[src/rtl/blockmem_rd_stream.sv]
`default_nettype none
// ============================================================================
//  Module   : blockmem_rd_stream
//  Purpose  : Read-side streaming engine for a blockmem_2p read port. On a
//             start command it walks a contiguous (wrapping) address range,
//             issuing one read per cycle on enb/addrb, captures doutb one
//             cycle later into a 4-entry skid FIFO, and presents the words as
//             a valid/ready stream with tlast on the final beat.
//  Ports    : clk, rstn              - clock, asynchronous active-low reset
//             start/start_addr/start_len - transfer command (IDLE only)
//             busy, done             - transfer status / completion pulse
//             enb, addrb, doutb      - memory read port (1-cycle latency)
//             m_tvalid/m_tready/m_tdata/m_tlast - output stream
//             abort                  - only with BLOCKMEM_RD_STREAM_ABORT_EN
//  Options  : BLOCKMEM_RD_STREAM_ABORT_EN adds the abort input, which flushes
//             the FIFO, drops in-flight reads and returns to IDLE silently.
//  Revision : 1.0 - initial release
// ============================================================================
module blockmem_rd_stream #(
    parameter int G_DATAWIDTH = 32,
    parameter int G_MEMDEPTH  = 1024,
    parameter int G_ADDRWIDTH = $clog2(G_MEMDEPTH),
    parameter int G_LENWIDTH  = G_ADDRWIDTH + 1
) (
    input  logic                   clk,
    input  logic                   rstn,
    input  logic                   start,
`ifdef BLOCKMEM_RD_STREAM_ABORT_EN
    input  logic                   abort,
`endif
    input  logic [G_ADDRWIDTH-1:0] start_addr,
    input  logic [G_LENWIDTH-1:0]  start_len,
    output logic                   busy,
    output logic                   done,
    output logic                   enb,
    output logic [G_ADDRWIDTH-1:0] addrb,
    input  logic [G_DATAWIDTH-1:0] doutb,
    output logic                   m_tvalid,
    input  logic                   m_tready,
    output logic [G_DATAWIDTH-1:0] m_tdata,
    output logic                   m_tlast
);

    localparam logic [G_ADDRWIDTH-1:0] c_LAST_ADDR  = G_ADDRWIDTH'(G_MEMDEPTH - 1);
    localparam int                     c_FIFO_DEPTH = 4;

    typedef enum logic [1:0] {
        S_IDLE  = 2'd0,
        S_RUN   = 2'd1,
        S_DRAIN = 2'd2
    } state_t;

    state_t                   r_state;
    state_t                   w_state_nxt;

    logic                     r_enb;
    logic [G_ADDRWIDTH-1:0]   r_addrb;
    logic [G_LENWIDTH-1:0]    r_len;
    logic [G_LENWIDTH-1:0]    r_issued;
    logic [G_LENWIDTH-1:0]    r_accepted;
    logic                     r_rd_vld;     // a read was on the port last cycle
    logic                     r_done;

    logic [G_DATAWIDTH-1:0]   r_fifo_mem [0:c_FIFO_DEPTH-1];
    logic [1:0]               r_wr_ptr;
    logic [1:0]               r_rd_ptr;
    logic [2:0]               r_count;

    logic                     w_abort;
    logic                     w_push;
    logic                     w_pop;
    logic                     w_issue;
    logic                     w_start_ok;
    logic                     w_start_zero;
    logic                     w_xfer_end;
    logic [2:0]               w_inflight;
    logic [G_ADDRWIDTH-1:0]   w_next_addr;

`ifdef BLOCKMEM_RD_STREAM_ABORT_EN
    assign w_abort = abort && (r_state != S_IDLE);
`else
    assign w_abort = 1'b0;
`endif

    // Reads already committed but not yet in the FIFO: the one on the port
    // now (r_enb) and the one whose data is on doutb now (r_rd_vld). The
    // decision made this cycle becomes next cycle's r_enb, so keeping this
    // sum at 3 or less guarantees a free FIFO slot for every issued read.
    assign w_inflight  = r_count + {2'b00, r_enb} + {2'b00, r_rd_vld};
    assign w_next_addr = (r_addrb == c_LAST_ADDR) ? '0 : r_addrb + 1'b1;

    assign w_pop  = m_tvalid && m_tready;
    assign w_push = r_rd_vld && !w_abort;

    // ------------------------------------------------------------------
    // Next-state / control decode
    // ------------------------------------------------------------------
    always_comb begin
        w_state_nxt  = r_state;
        w_issue      = 1'b0;
        w_start_ok   = 1'b0;
        w_start_zero = 1'b0;
        w_xfer_end   = 1'b0;
        case (r_state)
            S_IDLE: begin
                if (start) begin
                    if (start_len != '0) begin
                        w_start_ok  = 1'b1;
                        w_state_nxt = S_RUN;
                    end else begin
                        w_start_zero = 1'b1;
                    end
                end
            end
            S_RUN: begin
                if (r_issued == r_len) begin
                    w_state_nxt = S_DRAIN;
                end else if (w_inflight <= 3'd3) begin
                    w_issue = 1'b1;
                end
            end
            S_DRAIN: begin
                // The tlast handshake empties the FIFO by definition.
                if (w_pop && m_tlast) begin
                    w_xfer_end  = 1'b1;
                    w_state_nxt = S_IDLE;
                end
            end
            default: begin
                w_state_nxt = S_IDLE;
            end
        endcase
        if (w_abort) begin
            w_state_nxt = S_IDLE;
            w_issue     = 1'b0;
            w_xfer_end  = 1'b0;
        end
    end

    // ------------------------------------------------------------------
    // FSM, read issue and counters
    // ------------------------------------------------------------------
    always_ff @(posedge clk or negedge rstn) begin
        if (!rstn) begin
            r_state    <= S_IDLE;
            r_enb      <= 1'b0;
            r_addrb    <= '0;
            r_len      <= '0;
            r_issued   <= '0;
            r_accepted <= '0;
            r_rd_vld   <= 1'b0;
            r_done     <= 1'b0;
        end else begin
            r_state  <= w_state_nxt;
            r_done   <= w_start_zero | w_xfer_end;
            // A read on the port during an abort is dropped, not captured.
            r_rd_vld <= r_enb && !w_abort;

            if (w_abort) begin
                r_enb    <= 1'b0;
                r_issued <= '0;
            end else if (w_start_ok) begin
                // First read goes out straight from IDLE to hit N+1 latency.
                r_enb    <= 1'b1;
                r_addrb  <= start_addr;
                r_len    <= start_len;
                r_issued <= G_LENWIDTH'(1);
            end else if (w_issue) begin
                r_enb    <= 1'b1;
                r_addrb  <= w_next_addr;
                r_issued <= r_issued + 1'b1;
            end else begin
                r_enb    <= 1'b0;
            end

            if (w_abort || w_start_ok) begin
                r_accepted <= '0;
            end else if (w_pop) begin
                r_accepted <= r_accepted + 1'b1;
            end
        end
    end

    // ------------------------------------------------------------------
    // 4-entry skid FIFO
    // ------------------------------------------------------------------
    always_ff @(posedge clk or negedge rstn) begin
        if (!rstn) begin
            for (int i = 0; i < c_FIFO_DEPTH; i++) begin
                r_fifo_mem[i] <= '0;
            end
            r_wr_ptr <= '0;
            r_rd_ptr <= '0;
            r_count  <= '0;
        end else if (w_abort) begin
            r_wr_ptr <= '0;
            r_rd_ptr <= '0;
            r_count  <= '0;
        end else begin
            if (w_push) begin
                r_fifo_mem[r_wr_ptr] <= doutb;
                r_wr_ptr             <= r_wr_ptr + 1'b1;
            end
            if (w_pop) begin
                r_rd_ptr <= r_rd_ptr + 1'b1;
            end
            case ({w_push, w_pop})
                2'b10:   r_count <= r_count + 3'd1;
                2'b01:   r_count <= r_count - 3'd1;
                default: r_count <= r_count;
            endcase
        end
    end

    // ------------------------------------------------------------------
    // Outputs
    // ------------------------------------------------------------------
    assign busy     = (r_state != S_IDLE);
    assign done     = r_done;
    assign enb      = r_enb;
    assign addrb    = r_addrb;
    assign m_tvalid = (r_count != 3'd0);
    assign m_tdata  = r_fifo_mem[r_rd_ptr];
    // Head of FIFO is beat number r_accepted (0-based).
    assign m_tlast  = m_tvalid && (r_accepted == (r_len - 1'b1));

endmodule
`default_nettype wire

[config.mk]
export PLATFORM = sky130hd
export DESIGN_NAME = blockmem_rd_stream
export DESIGN_NICKNAME = d
export VERILOG_FILES = /design/src/rtl/blockmem_rd_stream.sv
export SDC_FILE = /design/constraint.sdc
export NUM_CORES = 1
export LEC_CHECK = 0
export BUFFER_PORTS_ARGS = -buffer_cell sky130_fd_sc_hd__buf_2
export CORE_AREA = 4 4 170 172
export CTS_BUF_LIST = sky130_fd_sc_hd__clkbuf_8
export DETAILED_ROUTE_END_ITERATION = 10
export DIE_AREA = 0 0 174 176
export GPL_ROUTABILITY_DRIVEN = 0
export HOLD_SLACK_MARGIN = 0.02
export PLACE_DENSITY = 0.59
export SLEW_MARGIN = 10
export SYNTH_ARGS = -nofsm -noshare
export SYNTH_HDL_FRONTEND = slang
export SYNTH_SLANG_ARGS = --single-unit
[constraint.sdc]
create_clock -name clk -period 2.8 [get_ports clk]
set_input_delay 0.7 -clock clk [delete_from_list [all_inputs] [get_ports clk]]
set_output_delay 0.7 -clock clk [all_outputs]
set_load 0.01 [all_outputs]
==> metrics.txt, run 1 <==
mux contribution to synthesized area between 20% and 30%; period utilization 115.6%; Hold Buf Count CTS 0; crit path launch r_len[0]$_DFFE_PN0P_; required time worst endpoint approximately 2.1 ns; Nets between 800 and 900; Post-synth top cells dfrtp_1, mux2_2, nand2_1, mux4_2, nor2_1; Clk Latency, worst-skew pair roughly 0.47 ns; reg-to-reg endpoint done$_DFF_PN0_; Total Wirelength 18790 µm; WP buf/inv 3; cell with the most instances after synthesis dfrtp_1; hold crit path type in2async; power per standard cell area 1207 nW/µm²; mean post-synth cell area roughly 13 µm²; Syn Nets approximately 730; initial antenna violation count 1; Yosys cell types 45; post-route antenna net violation count 0; Worst slew margin between 40% and 50%; CTS tree built; critical path class reg2out; worst-case clock buffer depth 2; Setup crit start kind register; Leak Pwr between 4 and 5 nW; max-cap check violation count 0; GRT overflow 0; worst reg-to-reg path cell count 9; total core area between 20000 and 30000 µm²; Post-synth EDFFs 0; critical path's slowest cell or4_4; cell count after placement between 1000 and 1500; Post-DP HPWL between 10000 and 15000 µm; Synth warnings 0; IO Count ~100; area delta synth->final 19.14%; 1st-pass router iterations 4; DRC violations left 0; post-synthesis simple-gate area fraction about a tenth; Filler cells roughly 2700; number of cells on the critical path 8; die span in y between 150 and 200 µm; Slew Viols, Final 0; via count between 5000 and 6000; fin worst setup slack -0.4369 ns; flip-flop and latch area between 4000 and 5000 µm²; Final setup viols 1; cts bufs inserted 17; CP Cell Sequence inv_2 -> ha_4 -> or3b_4 -> buf_4 -> xnor2_1 -> or4_4 -> nor3_4 -> buf_2; Synth top area share a little over half; FMAX 308.9 MHz; first-pass GRT wire length just over 30000 µm; final non-filler cell total roughly 1100; VDD IR max 0.4499 mV; crit-path max FO 3; FP Rows about 60; post-synthesis compound-gate area fraction about 2.7%; DIE WIDTH around 170 µm; ys async rst share 100.0%; diode count 0; outcome finished, violations left; top cells by area, synth dfrtp_1, mux2_2, mux4_2; Multi-input gate area approximately 4000 µm²; CP peak stage delay 0.46 ns; Tot GR Track Use between 10% and 20%; Worst path top cell family by delay simple AND/OR/NAND/NOR gates; sequential area share after synthesis a little over half; crit path time final roughly 3.2 ns; clk slew on worst S/H paths roughly 0.1 ns; post-synth top area cell dfrtp_1; I/O Buffers between 100 and 150; Vias/cell between 4 and 5; unrepaired setup endpoints after global routing true; Pwr Total 12.40 mW; worst clock skew between 0.02 and 0.025 ns; area of the die approximately 31000 µm²; Most used DFF post-synth dfrtp_1; WP data arrival roughly 2.5 ns; crit path to m_tlast; Iter 0 DRT Violations 261; post-synthesis cell count 662; endpoint class of the critical path output port; R2R Setup Slk ~0.15 ns; largest net degree at the start of global routing 57; starting density of the core 31.38%; failing checks negative setup slack; post-synthesis xor/xnor area fraction 4.673%; clock sinks 183; share of cells above drive strength 1 between 40% and 50%; mean routed wirelength per cell 16.39 µm; post-synthesis adder-cell area fraction under 10%; final hold vios 0; Root Driver clkbuf_8; htree depth 4; Netlist Area Pre-Place ~8600 µm²; largest family of logic cells by synthesized area multiplexers; actual slew at the worst max-slew pin between 0.7 and 0.8 ns; vias in the first global route about 5900; Synth Register Bits between 150 and 200; Worst R2R Start r_len[0]$_DFFE_PN0P_
## sequential cells by signal, indices dropped and copies added, names as in the netlist, 2 cells and up
register    flops
r_state         2
r_rd_ptr        2
r_accepted     11
r_len          11
r_issued       11
r_wr_ptr        2
addrb          10
r_count         3
r_fifo_mem    128
## per-stage QoR
step,TNS [ns],setup WS [ns],cell area [µm²],utilization [%],hold WS [ns]
floorplan,0,0.06420,8627,-,0.4044
global placement,-0.01519,-0.01519,9783,35.61,0.4155
detailed placement,-0.02546,-0.02546,9783,35.61,0.4329
CTS,-0.4781,-0.4781,10220,37.18,0.1134
global route,-0.5726,-0.5726,10270,37.39,0.1187
finish,-0.4369,-0.4369,10270,37.39,0.1294
## area by class of cell
type / instances / share of cell area (%)
clock inverters: 14 / 1.352
flip-flops and latches: 183 / 44.62
clock buffers: 18 / 2.412
well taps: 346 / 4.214
multi-input cells: 429 / 38.03
repair buffers: 141 / 8.831
inverters: 15 / 0.5481
## where the power goes
part / switching [mW] / internal (mW) / total [mW] / leakage [nW]
Clock: 1.07 / 0.683 / 1.76 / 0.198
Combinational: 2.62 / 3.24 / 5.86 / 2.09
Sequential: 0.854 / 3.92 / 4.78 / 2.18
Total: 4.55 / 7.85 / 12.4 / 4.47
## cells by family after synthesis
| logic type | Yosys count |
|---|---|
| AND/OR/NAND/NOR | 168 |
| adder cells (fa/ha/maj) | 12 |
| XOR/XNOR | 46 |
| multiplexers | 166 |
| buffers and inverters | 50 |
| AO/OA/AOI/OAI | 37 |
| flip-flops | 183 |
## worst reg2reg max path, cell delays in order (launching register included)
cell and delay, ns:
dfrtp_1 0.41, inv_2 0.09, ha_4 0.13, or3b_4 0.39, or4_4 0.42, a211oi_2 0.25
a211oi_2 0.09, buf_4 0.16, or4_1 0.52, a21oi_1 0.13
## cells in the final DEF (no fill, tap or decap), drive strengths merged, types with 7 or more instances in the layout
cell type  count
xor2          16
xnor2         30
buf          141
dfrtp        183
clkbuf        18
nand3         17
nor3          12
nand2         58
clkinv         7
o21ai         14
ha            10
nand4          9
inv           22
mux4          32
nor2          31
mux2         128
## layer usage
| layer | vias to the layer above | wire length, µm | track usage [%] |
|---|---|---|---|
| li1 | 2625 | - | - |
| met3 | 20 | 966 | 3.919 |
| met2 | 118 | 8924 | 20.66 |
| met4 | 2 | 216 | 3.266 |
| met5 | - | 7 | 0 |
| met1 | 2807 | 8670 | 16.41 |
## what timing repair did
action / in CTS / in global routing
cloned: 0 / 0
buffers inserted: 3 / 4
pin swaps: 6 / 2
endpoints found under the setup margin: 24 / 12
gates resized for setup: 7 / 4
## worst min-delay path by stage
stage	startpoint	cells past startpoint	slack (ns)	endpoint
finish	rstn	1	0.13	r_len[0]$_DFFE_PN0P_
global route	rstn	1	0.12	r_len[0]$_DFFE_PN0P_
CTS	rstn	1	0.11	r_len[0]$_DFFE_PN0P_
detailed placement	enb$_DFF_PN0_	0	0.43	r_rd_vld$_DFF_PN0_
global placement	enb$_DFF_PN0_	0	0.42	r_rd_vld$_DFF_PN0_
floorplan	rstn	0	0.40	addrb[0]$_DFFE_PN0P_
Power figures use the tool's default switching activity.
==> run 2, diff against run 1 <==
Settings changed: ABC_AREA set to 1, CORE_AREA 4 4 170 172 to 4 4 133 135, DIE_AREA 0 0 174 176 to 0 0 137 139, PLACE_DENSITY 0.59 to 0.87.
Clock period 2.8 ns to 2.7 ns, I/O delays scaled along.
==> run 2 against run 1 <==
Net effect:
- the run still ends with negative setup slack left
- clock-buffer cell count rose by 1
- synthesized area increased by 3.8%
- clock power down 3%
- sequential power increased by 4%
- power grew 4.6%
- synthesized cell count up 69%
==> metrics.txt, run 2 <==
1st-pass router iterations 7; endpoint class of the critical path output port; Yosys cell types 32; worst-case clock buffer depth 2; DRC violations left 0; Largest Register r_fifo_mem; critical path class reg2out; cell count after placement 1406; fin worst setup slack -0.2483 ns; Slew Viols, Final 0; reg-to-reg endpoint r_issued[7]$_DFFE_PN0P_; Tot GR Track Use between 20% and 30%; WP data arrival between 2 and 2.5 ns; post-synthesis cell count 1119; Post-DP HPWL around 14000 µm; VDD IR max approximately 1.2 mV; vias in the first global route between 7000 and 8000; FMAX about 340 MHz; Post-synth top cells nand2_1, o21ai_0, dfrtp_1, nor2_1, inv_1; worst clock skew 0.009652 ns; Final setup viols 1; hold crit path type in2async; most frequent cells in the layout nand2_1, o21ai_0, dfrtp_1; met2 usage about two fifths; critical path's slowest cell dfrtp_2; I/O Buffers slightly above 100; worst reg-to-reg path cell count 8; Total Wirelength ~22000 µm; final non-filler cell total roughly 1500; R2R Setup Slk about 0.48 ns; first-pass GRT wire length between 30000 and 40000 µm; Most used DFF post-synth dfrtp_1; cts bufs inserted 17; largest net degree at the start of global routing 66; Leak Pwr 5.161 nW; actual slew at the worst max-slew pin between 0.6 and 0.7 ns; clk slew on worst S/H paths about 0.090 ns; Root Driver clkbuf_8; M3 GR Usage under 10%; top cells by area, synth dfrtp_1, o21ai_0, nand2_1; mean routed wirelength per cell roughly 15 µm; Synth warnings 0; setup_tns -0.2483 ns; Synth top area share about half; post-route antenna net violation count 0; crit path launch r_len[2]$_DFFE_PN0P_; Placement Setup Slack between 0.1 and 0.15 ns; total core area ~16000 µm²; max-cap check violation count 0; initial antenna violation count 0; cell with the most instances after synthesis nand2_1; diode count 0; required time worst endpoint 2.03 ns; Setup crit start kind register; IO Count roughly 100; die span in y 139 µm; Post-synth EDFFs 0; area of the die about 19000 µm²; via count between 8000 and 9000; Multi-input gate area a little under 4000 µm²; GRT overflow 0; Clk Latency, worst-skew pair between 0.4 and 0.5 ns; failing checks negative setup slack; flip-flop and latch area 4586 µm²; share of cells above drive strength 1 between 15 and 20%; Filler cells around 1400; FP Rows between 40 and 50; period utilization 109.2%; CP peak stage delay ~0.48 ns; most utilized layer in the global route result met2; utilization after layout between 60 and 70%; Worst path top cell family by delay simple AND/OR/NAND/NOR gates; max reg flops 128; starting density of the core a little over half; final hold vios 0; CTS tree built; WP buf/inv 2; mean post-synth cell area around 8 µm²; area delta synth->final 15.33%; Synth Register Bits approximately 180; Vias/cell about 5.6; unrepaired setup endpoints after global routing true; ys async rst share 100.0%; Iter 0 DRT Violations roughly 720; WHS roughly 0.15 ns; crit path time final approximately 2.9 ns; htree depth 4; clock sinks between 150 and 200; Netlist Area Pre-Place around 9000 µm²; number of cells on the critical path 10; critical path's most frequent cell nand2_1; Syn Nets 1188; grt met1 use between 30% and 40%; Worst slew margin 55.37%; Worst R2R Start r_rd_vld$_DFF_PN0_; outcome finished, violations left; crit-path max FO 6; CP Cell Sequence inv_1 -> nand2_1 -> nor2_4 -> nand2_1 -> nand2_1 -> nand3_1 -> nor2_1 -> nand3_2 -> nor4_4 -> buf_2; power per standard cell area about 1300 nW/µm²; crit path to m_tlast; commonest non-fill, non-tap cell in the layout nand2_1; sequential area share after synthesis 51.16%; Nets between 1000 and 1500; post-synth top area cell dfrtp_1; DIE WIDTH around 140 µm
==> run 2: repair_timing <==
action                                  in CTS  in global routing
endpoints found under the setup margin       9                  6
pin swaps                                    6                 10
buffers inserted                             8                  5
resized for setup                           17                 24
hold buffers                                 0                  0
==> run 2: layout make-up <==
cell class                 count  area share, %
clock inverter                12         0.9211
multi-input combinational    777          37.29
clock buffer                  19          2.533
inverter                     105          3.915
tap                          220          2.666
timing repair buffer         134          8.254
sequential                   183          44.42
==> run 2: cells by family after synthesis <==
kind of cell / share of synthesized area (%)
xor gates and xnor gates: 3.327
adders and majority gates: 1.845
AOI/OAI and AO/OA: 15.74
DFF: 51.16
buffers and inverters: 7.031
and+or+nand+nor: 20.90
==> run 2: how the worst min path moves through the flow <==
stage,depth (start not counted),to,slack (ns)
final,1,r_fifo_mem[3]$_DFFE_PN0P_,0.15
after global routing,1,r_fifo_mem[36]$_DFFE_PN0P_,0.16
after CTS,1,r_fifo_mem[36]$_DFFE_PN0P_,0.15
after detailed placement,2,r_fifo_mem[45]$_DFFE_PN0P_,0.47
after global placement,2,r_fifo_mem[38]$_DFFE_PN0P_,0.46
after floorplan,0,addrb[0]$_DFFE_PN0P_,0.38
==> run 2: through the flow <==
stage	power (mW)	area (µm²)
2_1_floorplan	8.896	8951
3_3_place_gp	10.53	9752
3_5_place_dp	10.80	9752
4_1_cts	12.70	10210
5_1_grt	14.08	10320
6_report	12.96	10320
==> run 2: routing by layer <==
layer,vias up,wire length (µm)
li1,3834,-
met2,347,10940
met3,39,1701
met1,3863,9267
met4,0,392
met5,-,0
==> run 2: report_power, final <==
| group | internal [mW] | leakage, nW | total, mW | switching (mW) |
|---|---|---|---|---|
| clock network | 0.694 | 0.173 | 1.70 | 1.01 |
| logic | 2.37 | 2.72 | 6.29 | 3.92 |
| registers | 4.01 | 2.27 | 4.97 | 0.960 |
==> run 3, diff against run 2 <==
Settings changed: CORE_AREA 4 4 133 135 to 4 4 135 137, CTS_BUF_LIST sky130_fd_sc_hd__clkbuf_8 to not set, DIE_AREA 0 0 137 139 to 0 0 139 141, GPL_TIMING_DRIVEN set to 0, PLACE_DENSITY 0.87 to 0.85.
==> run 3 against run 2 <==
Net effect:
- the run still ends with negative setup slack left
- hold slack better by 0.14 ns
- final area up 3.0%
- register-to-register slack lost 0.14 ns
- clock skew about the same
- routed wire length up 10%
- critical path depth shrank 1
- clock-buffer cell count increased by 5
- worst setup slack improved by 0.032 ns
==> metrics.txt, run 3 (synthesis results as in run 2) <==
via count 8436; CTS tree built; Root Driver clkbuf_16; Total Wirelength roughly 25000 µm; outcome finished, violations left; Post-DP HPWL 16270 µm; R2R Setup Slk roughly 0.34 ns; commonest non-fill, non-tap cell in the layout nand2_1; fin worst setup slack -0.2165 ns; Slew Viols, Final 0; IO Count 104; post-route antenna net violation count 0; Leak Pwr 5.320 nW; I/O Buffers between 100 and 150; CP peak stage delay around 0.43 ns; Multi-input gate area slightly below 4000 µm²; Pwr Total approximately 14 mW; clock sinks about 180; Tot GR Track Use around a quarter; critical path's slowest cell dfrtp_1; area of the die a little under 20000 µm²; max-cap check violation count 0; die span in y 141 µm; unrepaired setup endpoints after global routing true; diode count 0; cts bufs inserted 17; hold crit path type in2async; setup_tns -0.2165 ns; failing checks negative setup slack; final hold vios 0; power per standard cell area 1338 nW/µm²; DRC violations left 0; vias in the first global route just over 8000; worst reg-to-reg path cell count 10; Nets about 1300; reg-to-reg endpoint r_count[2]$_DFFE_PN0P_; sw frac 43.63%; Filler cells between 1000 and 1500; Comb power frac 47.1%; most frequent cells in the layout nand2_1, o21ai_0, dfrtp_1; endpoint class of the critical path output port; area delta synth->final 18.81%; initial antenna violation count 0; crit-path max FO 2; CP Cell Sequence buf_4 -> nor2_4 -> nand3_1 -> nand2_1 -> nand3_1 -> nor2_2 -> nand3_2 -> nor4_4 -> buf_2; FP Rows 48; GRT overflow 0; Worst slew margin about 47%; P_int roughly 8 mW; actual slew at the worst max-slew pin 0.7903 ns; 1st-pass router iterations 6; required time worst endpoint around 2 ns; sequential power share between 30% and 40%; critical path's most frequent cell nand3_1; Iter 0 DRT Violations around 880; critical path class reg2out; DIE WIDTH between 100 and 150 µm; mean routed wirelength per cell approximately 16 µm; share of cells above drive strength 1 between 10% and 20%; starting density of the core between 50% and 60%; Hold Buf Count CTS 0; total core area roughly 17000 µm²; utilization after layout between 60% and 70%; Final setup viols 1; largest net degree at the start of global routing ~110; worst-case clock buffer depth 2; worst clock skew between 0.009 and 0.01 ns; Setup crit start kind register; period utilization 108.0%; VDD IR max roughly 0.87 mV; Vias/cell between 5 and 6; clk slew on worst S/H paths roughly 0.060 ns; clock power share approximately 18%; Clk Latency, worst-skew pair between 0.4 and 0.5 ns; crit path time final between 2 and 3 ns; first-pass GRT wire length roughly 41000 µm; WP data arrival between 2 and 2.5 ns; FMAX around 340 MHz; flip-flop and latch area 4586 µm²; Sw Pwr between 6 and 7 mW; Largest Register r_fifo_mem; htree depth 4; max reg flops between 100 and 150; Worst R2R Start r_count[0]$_DFFE_PN0P_
## run 3: changes by cell type in the layout (fill, tap and decap cells not counted), moves of 6 or more
cell | before | now
buf_12 | 7 | 0
buf_2 | 102 | 108
clkbuf_1 | 0 | 31
clkbuf_16 | 0 | 17
clkbuf_2 | 0 | 11
clkbuf_8 | 20 | 3
nand2_1 | 271 | 277
nand2_2 | 12 | 5
## run 3: cell type report
cell class	count	area share, %
clock inverters	7	1.118
repair buffers	118	6.188
flip-flops and latches	183	43.12
well taps	225	2.647
inverters	105	3.776
clock buffers	24	4.529
plain buffers	53	2.459
multi-input cells	777	36.16
## run 3: critical path: cells and delay by family (launching register included)
kind	cells	cell delay, ns
AND/OR/NAND/NOR	7	1.02
flip-flops	1	0.43
buffers and inverters	2	0.36
## run 3: through the flow
stage / hold slack, ns / cells / worst slack, ns / instance area, µm²
floorplan: 0.3794 / 1119 / 0.3713 / 8951
global placement: 0.4603 / 1447 / -1.935 / 9748
detailed placement: 0.4673 / 1448 / -0.02693 / 9786
CTS: 0.3238 / 1488 / -0.1621 / 10550
global route: 0.3379 / 1492 / -0.3268 / 10640
finish: 0.2925 / 1492 / -0.2165 / 10640
## run 3: power groups by stage
stage / clock network (mW) / registers [mW] / logic [mW]
floorplan: 0 / 4.70 / 4.19
global placement: 0 / 4.86 / 5.93
detailed placement: 0 / 4.92 / 6.16
CTS: 2.58 / 4.91 / 6.47
global route: 2.73 / 5.08 / 7.48
finish: 2.57 / 4.96 / 6.70
## run 3: what timing repair did
action                                 in CTS  in global routing
setup endpoints to repair                  32                 27
pin swaps                                   9                  4
endpoints found under the hold margin       0                  0
setup buffers                              10                  4
gates resized for setup                    39                 36
## run 3: worst max-delay path by stage
stage / from / end / cells past startpoint
CTS: r_len[1]$_DFFE_PN0P_ / m_tlast / 9
finish: r_len[1]$_DFFE_PN0P_ / m_tlast / 9
detailed placement: r_len[0]$_DFFE_PN0P_ / m_tlast / 9
global route: r_len[1]$_DFFE_PN0P_ / m_tlast / 9
floorplan: r_len[0]$_DFFE_PN0P_ / m_tlast / 8
global placement: rstn / r_accepted[9]$_DFFE_PN0P_ / 1
## run 3: routing by layer
layer  routed length [µm]  track usage [%]  vias to the layer above
met2                11860            41.70                      470
met1                 9917            33.16                     3991
li1                     -                -                     3898
met3                 2024            5.936                       77
met5                    0                0                        -
met4                  750            10.76                        0
